===== config.mk =====
export PLATFORM = sky130hd
export DESIGN_NAME = tlp_rx_align
export DESIGN_NICKNAME = d
export VERILOG_FILES = /design/src/rtl/tlp_rx_align.sv
export SDC_FILE = /design/constraint.sdc
export NUM_CORES = 1
export LEC_CHECK = 0
export CORE_MARGIN = 1
export CORE_UTILIZATION = 30
export CTS_CLUSTER_SIZE = 25
export DETAILED_ROUTE_END_ITERATION = 6
export SLEW_MARGIN = 20
export SYNTH_ARGS = -nofsm -noshare
export SYNTH_HDL_FRONTEND = slang
export SYNTH_SLANG_ARGS = --single-unit

===== constraint.sdc =====
create_clock -name clk -period 8.3 [get_ports clk]
set_input_delay 0.83 -clock clk [delete_from_list [all_inputs] [get_ports clk]]
set_output_delay 0.83 -clock clk [all_outputs]
set_load 0.005 [all_outputs]

===== src/rtl/tlp_rx_align.sv =====
// tlp_rx_align: pulls the 3DW/4DW header off inbound memory-write TLPs on a
// 256-bit PCIe RX stream and realigns the payload so payload DW0 lands at
// tlp_data[255:224]. Non-MWr TLPs are dropped and counted.
module tlp_rx_align #(
    parameter int DW         = 32,
    parameter int DATA_WIDTH = 256,
    parameter int HDR_WIDTH  = 128,
    parameter int CNT_WIDTH  = 16
) (
    input  logic                  clk,
    input  logic                  rst_n,
    input  logic [DATA_WIDTH-1:0] rx_data,
    input  logic                  rx_sop,
    input  logic                  rx_eop,
    input  logic                  rx_valid,
    output logic                  rx_ready,
    output logic [HDR_WIDTH-1:0]  tlp_hdr,
    output logic [DATA_WIDTH-1:0] tlp_data,
    output logic [3:0]            tlp_dw_cnt,
    output logic                  tlp_sop,
    output logic                  tlp_eop,
    output logic                  tlp_valid,
    input  logic                  tlp_ready,
    output logic                  rx_err,
    output logic [CNT_WIDTH-1:0]  drop_cnt
);
    localparam int NDW = DATA_WIDTH / DW;
    localparam int LW  = 11;

    localparam logic [1:0] S_IDLE  = 2'd0;
    localparam logic [1:0] S_BODY  = 2'd1;
    localparam logic [1:0] S_FLUSH = 2'd2;
    localparam logic [1:0] S_DROP  = 2'd3;

    typedef struct packed {
        logic [DATA_WIDTH-1:0] data;
        logic [3:0]            cnt;
        logic                  sop;
        logic                  eop;
    } beat_t;

    logic [1:0]            state, state_nx;
    logic [LW-1:0]         rem, rem_nx;
    logic [DATA_WIDTH-1:0] tail, tail_nx;
    logic                  hdr4, hdr4_nx;
    logic                  first, first_nx;
    logic                  run;

    logic                  out_free, acc;
    logic                  in_4dw, in_mwr;
    logic [9:0]            in_len10;
    logic [LW-1:0]         in_len, in_tcnt, cur_tcnt;
    logic [DATA_WIDTH-1:0] in_tail, body_data, cur_tail_nx;
    logic [HDR_WIDTH-1:0]  in_hdr;
    logic [3:0]            body_cnt;
    logic [LW-1:0]         rem_after;

    logic                  emit, err_nx, drop_inc, hdr_ld;
    beat_t                 e_beat;
    logic [DATA_WIDTH-1:0] emit_mask;

    // Input side is stalled while the output register is full or the tail is being flushed.
    // run keeps rx_ready low through reset and until the first clock after it.
    assign out_free = !tlp_valid || tlp_ready;
    assign rx_ready = run && out_free && (state != S_FLUSH);
    assign acc      = rx_valid && rx_ready;

    // Header decode of the incoming beat: fmt[0] selects 4DW, MWr is fmt[1]=1 with type 0.
    assign in_4dw   = rx_data[DATA_WIDTH-3];
    assign in_mwr   = rx_data[DATA_WIDTH-2] && (rx_data[DATA_WIDTH-4 -: 5] == 5'd0);
    assign in_len10 = rx_data[DATA_WIDTH-DW +: 10];
    assign in_len   = {(in_len10 == 10'd0), in_len10};
    assign in_tcnt  = in_4dw ? LW'(NDW-4) : LW'(NDW-3);
    assign cur_tcnt = hdr4   ? LW'(NDW-4) : LW'(NDW-3);
    assign in_hdr   = {rx_data[DATA_WIDTH-1 -: HDR_WIDTH-DW],
                       in_4dw ? rx_data[DATA_WIDTH-HDR_WIDTH +: DW] : {DW{1'b0}}};

    // Tail = DWs H..7 of a beat, left-aligned. A body beat joins the held tail with
    // the first H DWs of the new beat, dropped in just below it.
    assign in_tail     = in_4dw ? (rx_data << (4*DW)) : (rx_data << (3*DW));
    assign cur_tail_nx = hdr4   ? (rx_data << (4*DW)) : (rx_data << (3*DW));
    assign body_data   = tail | (hdr4 ? (rx_data >> ((NDW-4)*DW)) : (rx_data >> ((NDW-3)*DW)));
    assign body_cnt    = (rem >= LW'(NDW)) ? 4'(NDW) : rem[3:0];
    assign rem_after   = rem - {{(LW-4){1'b0}}, body_cnt};

    // Zero every DW at or beyond the emitted count.
    for (genvar g = 0; g < NDW; g++) begin : g_mask
        assign emit_mask[DATA_WIDTH-1-g*DW -: DW] = {DW{e_beat.cnt > 4'(g)}};
    end

    // Packet state machine: decides what (if anything) is emitted this cycle.
    always_comb begin
        state_nx = state;
        rem_nx   = rem;
        tail_nx  = tail;
        hdr4_nx  = hdr4;
        first_nx = first;
        emit     = 1'b0;
        e_beat   = '0;
        err_nx   = 1'b0;
        drop_inc = 1'b0;
        hdr_ld   = 1'b0;
        case (state)
            S_IDLE: begin
                if (acc) begin
                    if (!rx_sop) begin
                        err_nx = 1'b1;
                    end else if (!in_mwr) begin
                        drop_inc = 1'b1;
                        if (!rx_eop) state_nx = S_DROP;
                    end else begin
                        hdr_ld   = 1'b1;
                        hdr4_nx  = in_4dw;
                        tail_nx  = in_tail;
                        rem_nx   = in_len;
                        first_nx = 1'b1;
                        if (rx_eop) begin
                            // Whole TLP in one beat; an oversized length is truncated to what fits.
                            emit        = 1'b1;
                            e_beat.data = in_tail;
                            e_beat.sop  = 1'b1;
                            e_beat.eop  = 1'b1;
                            rem_nx      = '0;
                            if (in_len > in_tcnt) begin
                                err_nx     = 1'b1;
                                e_beat.cnt = in_tcnt[3:0];
                            end else begin
                                e_beat.cnt = in_len[3:0];
                            end
                        end else begin
                            state_nx = S_BODY;
                        end
                    end
                end
            end
            S_BODY: begin
                if (acc) begin
                    if (rx_sop) begin
                        // New packet started early: close the current one from the held
                        // tail and discard the intruder up to its eop.
                        err_nx      = 1'b1;
                        emit        = 1'b1;
                        e_beat.data = tail;
                        e_beat.cnt  = (rem > cur_tcnt) ? cur_tcnt[3:0] : rem[3:0];
                        e_beat.sop  = first;
                        e_beat.eop  = 1'b1;
                        rem_nx      = '0;
                        // A single-beat intruder is already complete; don't swallow the next TLP.
                        state_nx    = rx_eop ? S_IDLE : S_DROP;
                    end else begin
                        emit        = 1'b1;
                        e_beat.data = body_data;
                        e_beat.cnt  = body_cnt;
                        e_beat.sop  = first;
                        rem_nx      = rem_after;
                        tail_nx     = cur_tail_nx;
                        if (rx_eop) begin
                            if (rem_after == '0) begin
                                e_beat.eop = 1'b1;
                                state_nx   = S_IDLE;
                            end else if (rem_after > cur_tcnt) begin
                                // Packet ended short of its length field.
                                e_beat.eop = 1'b1;
                                err_nx     = 1'b1;
                                state_nx   = S_IDLE;
                            end else begin
                                state_nx   = S_FLUSH;
                            end
                        end else if (rem_after == '0) begin
                            // Length satisfied but the packet keeps going: drop the excess.
                            e_beat.eop = 1'b1;
                            err_nx     = 1'b1;
                            state_nx   = S_DROP;
                        end
                    end
                end
            end
            S_FLUSH: begin
                if (out_free) begin
                    emit        = 1'b1;
                    e_beat.data = tail;
                    e_beat.cnt  = rem[3:0];
                    e_beat.sop  = first;
                    e_beat.eop  = 1'b1;
                    rem_nx      = '0;
                    state_nx    = S_IDLE;
                end
            end
            S_DROP: begin
                if (acc && rx_eop) state_nx = S_IDLE;
            end
            default: state_nx = S_IDLE;
        endcase
        if (emit) first_nx = 1'b0;
    end

    // Control state registers.
    always_ff @(posedge clk or negedge rst_n) begin
        if (!rst_n) begin
            state <= S_IDLE;
            rem   <= '0;
            tail  <= '0;
            hdr4  <= 1'b0;
            first <= 1'b0;
            run   <= 1'b0;
        end else begin
            state <= state_nx;
            rem   <= rem_nx;
            tail  <= tail_nx;
            hdr4  <= hdr4_nx;
            first <= first_nx;
            run   <= 1'b1;
        end
    end

    // Output register: loads only when free, so a stalled beat holds steady.
    always_ff @(posedge clk or negedge rst_n) begin
        if (!rst_n) begin
            tlp_valid  <= 1'b0;
            tlp_data   <= '0;
            tlp_dw_cnt <= '0;
            tlp_sop    <= 1'b0;
            tlp_eop    <= 1'b0;
        end else if (emit) begin
            tlp_valid  <= 1'b1;
            tlp_data   <= e_beat.data & emit_mask;
            tlp_dw_cnt <= e_beat.cnt;
            tlp_sop    <= e_beat.sop;
            tlp_eop    <= e_beat.eop;
        end else if (tlp_ready) begin
            tlp_valid  <= 1'b0;
        end
    end

    // Header capture, error pulse and saturating drop counter.
    always_ff @(posedge clk or negedge rst_n) begin
        if (!rst_n) begin
            tlp_hdr  <= '0;
            rx_err   <= 1'b0;
            drop_cnt <= '0;
        end else begin
            rx_err <= err_nx;
            if (hdr_ld) tlp_hdr <= in_hdr;
            if (drop_inc && (drop_cnt != {CNT_WIDTH{1'b1}})) drop_cnt <= drop_cnt + 1'b1;
        end
    end

endmodule


# After elaboration in Yosys (flattened, before gate mapping)
# Index checks and enable logic that the tools add are counted.
dict set report word_totals {
  register_bits 680
  input_bits 262
  out_inout_bits 409
  wordCells 150
}
dict set report op_classes {
  n_addsub 2
  magnitude_cmp 12
  n_eq_ne 14
  mux 82
  n_bitwise 2
  n_reduce_logical 24
}
# cell count
set op_table {}
lappend op_table {{$mux W262} 7}
lappend op_table {{$mux W256} 7}
lappend op_table {{$pmux W262 S3} 1}
lappend op_table {{$pmux W256 S2} 1}
lappend op_table {{$and A256 B256 Y256} 1}
lappend op_table {{$or A256 B128 Y256} 1}
lappend op_table {{$mux W128} 1}
lappend op_table {{$mux W11} 7}
lappend op_table {{$mux W1} 36}
lappend op_table {{$gt A11 B3 Y1} 3}
lappend op_table {{$pmux W11 S3} 1}
lappend op_table {{$mux W32} 1}
lappend op_table {{$mux W2} 14}
lappend op_table {{$ne A2 B2 Y1 const B} 9}
lappend op_table {{$add A16 B1 Y16 const B} 1}
lappend op_table {{$gt A4 B3 Y1 const B} 4}
lappend op_table {{$ne A16 B16 Y1 const B} 1}
lappend op_table {{$mux W4} 3}
lappend op_table {{$reduce_and A6 Y1} 2}
lappend op_table {{$reduce_bool A2 Y1} 6}
lappend op_table {{$ge A11 B4 Y1 const B} 1}
lappend op_table {{$logic_not A11 Y1} 1}
lappend op_table {{$sub A11 B4 Y11} 1}
lappend op_table {{$logic_not A10 Y1} 1}
lappend op_table {{16 further kinds} 25}

# Depth between registers and ports, before layout
dict set report logic_depth {
  ltp_word 12
  depth_mapped 13
  ltp_nobuf 11
}

# Least setup slack after synthesis
# Ideal clock, no wire load.
dict set report synth_timing {
  kind {input-to-reg}
  startpoint {input port rx_data[228]}
  endpoint {register tlp_data[224]}
  setup_ns 0.121
  arrival_time_ns 2.719
  t_required_ns 8.179
  slack_ns 5.460
  path_stages 8
  path_buffers 1
  cell_sequence {or4_4 > or4_1 > nand4_2 > o211ai_4 > nor2_8 > a31oi_2 > buf_2 > a22o_1}
}
dict set report synth_between {
  elab_chain_cells 10
}
# item line_no
set synth_rtl {}
lappend synth_rtl {{start, declared} 12} ;# input logic [DATA_WIDTH-1:0] rx_data,
lappend synth_rtl {{$logic_not A10 Y1} 72} ;# assign in_len = {(in_len10 == 10'd0), in_len10};
lappend synth_rtl {{$gt A11 B3 Y1 (*)} 124} ;# if (in_len > in_tcnt) begin
lappend synth_rtl {{$mux W4 (*)} 124}
lappend synth_rtl {{$mux W262 (*)} 117} ;# if (rx_eop) begin
lappend synth_rtl {{$mux W262 (*)} 108} ;# end else if (!in_mwr) begin
lappend synth_rtl {{$mux W262 (*)} 106} ;# if (!rx_sop) begin
lappend synth_rtl {{$mux W262 (*)} 105} ;# if (acc) begin
lappend synth_rtl {{$pmux W262 S3 (*)} 103} ;# case (state)
lappend synth_rtl {{$gt A4 B1 Y1 (*)} 88} ;# assign emit_mask[DATA_WIDTH-1-g*DW -: DW] = {DW{e_beat.cnt > 4'(g)}};
lappend synth_rtl {{$and A256 B256 Y256 (*)} 226} ;# tlp_data <= e_beat.data & emit_mask;
lappend synth_rtl {{end signal, assigned} 226}
lappend synth_rtl {{end, declared} 18} ;# output logic [DATA_WIDTH-1:0] tlp_data,
# Every way passes the cells marked *; elsewhere a longest branch is shown, timed or not.
# A chain may end at the register's enable or synchronous reset.

# Worst setup path in the final report
dict set report layout_timing {
  startpoint {register state[0]}
  endpoint {register tlp_data[184]}
}
dict set report layout_between {
  elab_chain_cells 7
  elab_cells_between_ends 14
  classes_between {order compare: 1; eq/ne: 3; mux: 6; bitwise: 1; reduce/logical: 3}
}
# item line_no
set layout_rtl {}
lappend layout_rtl {{start, declared} 42} ;# logic [1:0] state, state_nx;
lappend layout_rtl {{start signal, assigned} 207} ;# state <= state_nx;
lappend layout_rtl {{$ne A2 B2 Y1} 65} ;# assign rx_ready = run && out_free && (state != S_FLUSH);
lappend layout_rtl {{$logic_and A1 B1 Y1} 65}
lappend layout_rtl {{$logic_and A1 B1 Y1} 66} ;# assign acc = rx_valid && rx_ready;
lappend layout_rtl {{$mux W262 (on tied branches)} {137, 105}}
lappend layout_rtl {{$pmux W262 S3} 103}
lappend layout_rtl {{$gt A4 B2 Y1} 88}
lappend layout_rtl {{$and A256 B256 Y256} 226}
# Several ways; a longest one is shown, not always the timed one.

==> impl_metrics.yaml <==
timing:
  fin_crit_sh_pct: 50.3
  worst_clock_skew_ns: 0.0365
  min_period_ns: 4.17
  hold_violations: 0
  rsz0062_at_grt: "no"
  clock.fmax_mhz: 240
  worstMarginPinSlew_ns: 1.32
  tns_ns: 0
  maxSlewHeadroom_pct: 11.8
  final_max_slew_viol_count: 0
  setup_viol: 0
route:
  vias: 24400
  first_pass_iters: 7
  drc: 11
  drtIter0Drc: 2057
  avgViaCountPerCell: 5.30
  ant_nets: 0
  routed_wirelength_um: 120000
  wl_per_cell_um: 26.2
clocking:
  cts_buffers: 71
  post_cts_buffers: 0
  cts.sinks: 584
  worstSkewPairLatency_ns: 0.63
  cts_tree: "built"
  ctsHoldBuffers: 0
  cts_root_buf: "clkbuf_16"
  htree_num_levels: 3
  ctsLongestPathBuffers: 3
  postCtsResizedCells: 0
  path_clk_slew_ns: 0.06
pwr:
  powerDensity_nw_per_um2: 293
  power_leakage_nw: 17.4
  peakVddDrop_mv: 0.296
grt:
  grt_max_degree: 229
  antenna_found_initial: 10
  met1_usage_pct: 33.7
  met3_usage_pct: 7.10
  overflow: 0
  busiest_layer: "met2"
  use_met2_pct: 39.7
  grt_pass1_wl_um: 173000
  grt_pass1_vias: 23500
  track_usage_pct: 25.3
placement:
  place_congestion: 0.900
  io_buffers: 670
  dp.cells: 4466
  place_area_sq_um: 35200
  dp_hpwl_um: 84900
hold_path:
  hp-class: "primary input to asynchronous set/reset pin"
final_layout:
  fin_cells: 4598
  layout-area-overhead-vs-synth_pct: 37.2
  fin_nets: 3637
  stdcell_area_sq_um: 37700
  drive_above_1_share_pct: 5.47
status:
  failed_checks: "design-rule violations"
  status: "complete, but fails checks"
yosys:
  yosysUniqueCellTypes: 70
  synth_top_area_cell: "dfrtp_1"
  synthArstFlopShare_pct: 100
  synthFlopType: "dfrtp_1"
  synth_common_cells: "nand2_1, dfrtp_1, mux2i_1"
  synth_edf_count: 0
  ys_top_cells_by_area: "dfrtp_1, mux2i_1, nand2_1, o21ai_0, a22o_1"
  synth.avg_cell_area_sq_um: 9.80
  synth_seq_area_share_pct: 53.2
  syn_inst: 2803
  synth.most_common_cell: "nand2_1"
  synth_top_area_share_pct: 53.2
  syn_area_sq_um: 27500
  ys_warn_count: 0
  ys_seq_elements: 584
die:
  die_x_um: 305
  boundaryPins: 671
  start_util_pct: 30.4
  die_area_sq_um: 92700
  core_area_sq_um: 90300
  die_h_um: 305
  rows: 110
worst_setup_path:
  reg2reg_depth: 9
  path_class: "register to register"
  r2r_setup_slack_ns: 4.13
  startpoint: "state[0]$_DFFE_PN0P_"
  worstReg2RegEnd: "tlp_data[184]$_DFFE_PN0P_"
  critPathMaxFanout: 81
  crit_end: "tlp_data[184]$_DFFE_PN0P_"
  end_kind: "register"
  critPathArrivalTime_ns: 4.72
  cp.required_ns: 8.85
  crit_path_start_kind: "register"
  reg2reg_from: "state[0]$_DFFE_PN0P_"
run:
  max_cap_violations: 0
[per-layer routing]
layer,wire [um],part of all wire (%),vias to the layer above
li1,-,-,10900
met1,51700,43,12300
met2,55200,46,982
met3,10000,8.3,171
met4,3440,2.9,8
met5,57,0.047,-
[how the worst min path moves through the flow]
stage	startpoint	to	slack [ns]	depth (start not counted)
after global placement	tail[121]$_DFFE_PN0P_	tail[121]$_DFFE_PN0P_	0.45	2
after CTS	rst_n	tlp_data[216]$_DFFE_PN0P_	0.24	1
after floorplan	tail[100]$_DFFE_PN0P_	tail[100]$_DFFE_PN0P_	0.44	2
after detailed placement	tlp_hdr[8]$_DFFE_PN0P_	tlp_hdr[8]$_DFFE_PN0P_	0.45	2
after global routing	rst_n	tlp_data[216]$_DFFE_PN0P_	0.27	1
final	rst_n	tlp_data[216]$_DFFE_PN0P_	0.24	1
[report_power, final]
group | internal [mW] | switching (mW) | total [mW]
clock network | 1.96 | 1.31 | 3.27
logic | 1.54 | 2.23 | 3.77
registers | 3.54 | 0.438 | 3.98
total | 7.05 | 3.98 | 11.0
[cells in the final DEF, fill, tap and decap left out, drive strengths merged, types with 5 or more instances in the layout]
cell / count
bufinv: 5
buf: 37
nand2: 793
a32o: 33
nor4: 7
mux2: 11
nor2b: 5
nand2b: 6
dfrtp: 584
a222oi: 29
clkdlybuf4s50: 668
a211oi: 5
o21ai: 410
a31oi: 5
clkinv: 10
nand4: 5
nand3: 74
and2: 7
mux2i: 354
a22o: 97
nor2: 26
inv: 16
clkbuf: 108
a32oi: 5
a21oi: 22
xnor2: 12
and3: 5
ha: 11
nor3: 14
[cells by family after synthesis]
logic type,count (synthesis),synth area share (%)
other,2,0.0273
multiplexers,365,13.4
AND/OR/NAND/NOR,955,14.1
adder cells (fa/ha/maj),11,0.501
flip-flops,584,53.2
XOR/XNOR,16,0.510
AO/OA/AOI/OAI,638,14.8
buffers and inverters,232,3.50
[through the flow]
step / hold slack (ns) / worst slack (ns) / power, mW / util (%)
after floorplan: 0.438 / 5.46 / 5.98 / -
after global placement: 0.449 / 3.62 / 7.68 / 38.9
after detailed placement: 0.455 / 3.42 / 7.77 / 39.0
after CTS: 0.240 / 3.95 / 11.1 / 41.7
after global routing: 0.267 / 3.89 / 11.6 / 41.7
final: 0.240 / 4.13 / 11.0 / 41.7
[cell type report]
cell class	count	area, sq um
fill	8867	52600
sequential	584	14600
multi-input combinational	1988	12000
timing repair buffer	705	7110
clock buffer	108	2170
tap	1176	1470
clock inverter	20	255
inverter	14	52.6
antenna	3	7.51
[worst max-delay path: stages, from the launching register on]
cell and delay (ns):
dfrtp_1 0.40, inv_1 0.10, ha_1 0.33, nor3_1 0.78, a21o_4 0.25, buf_4 0.77
buf_4 0.92, nand2_1 0.11, o21ai_0 0.12, a32o_1 0.19
[sequential cells by signal, summed over array words and instances (netlist names)]
| signal | cells |
|---|---|
| tail | 160 |
| tlp_dw_cnt | 4 |
| run | 1 |
| hdr4 | 1 |
| tlp_sop | 1 |
| first | 1 |
| drop_cnt | 16 |
| tlp_valid | 1 |
| tlp_eop | 1 |
| tlp_hdr | 128 |
| tlp_data | 256 |
| rem | 11 |
| state | 2 |
| rx_err | 1 |
Note: power is estimated with default switching activity, not from simulation.
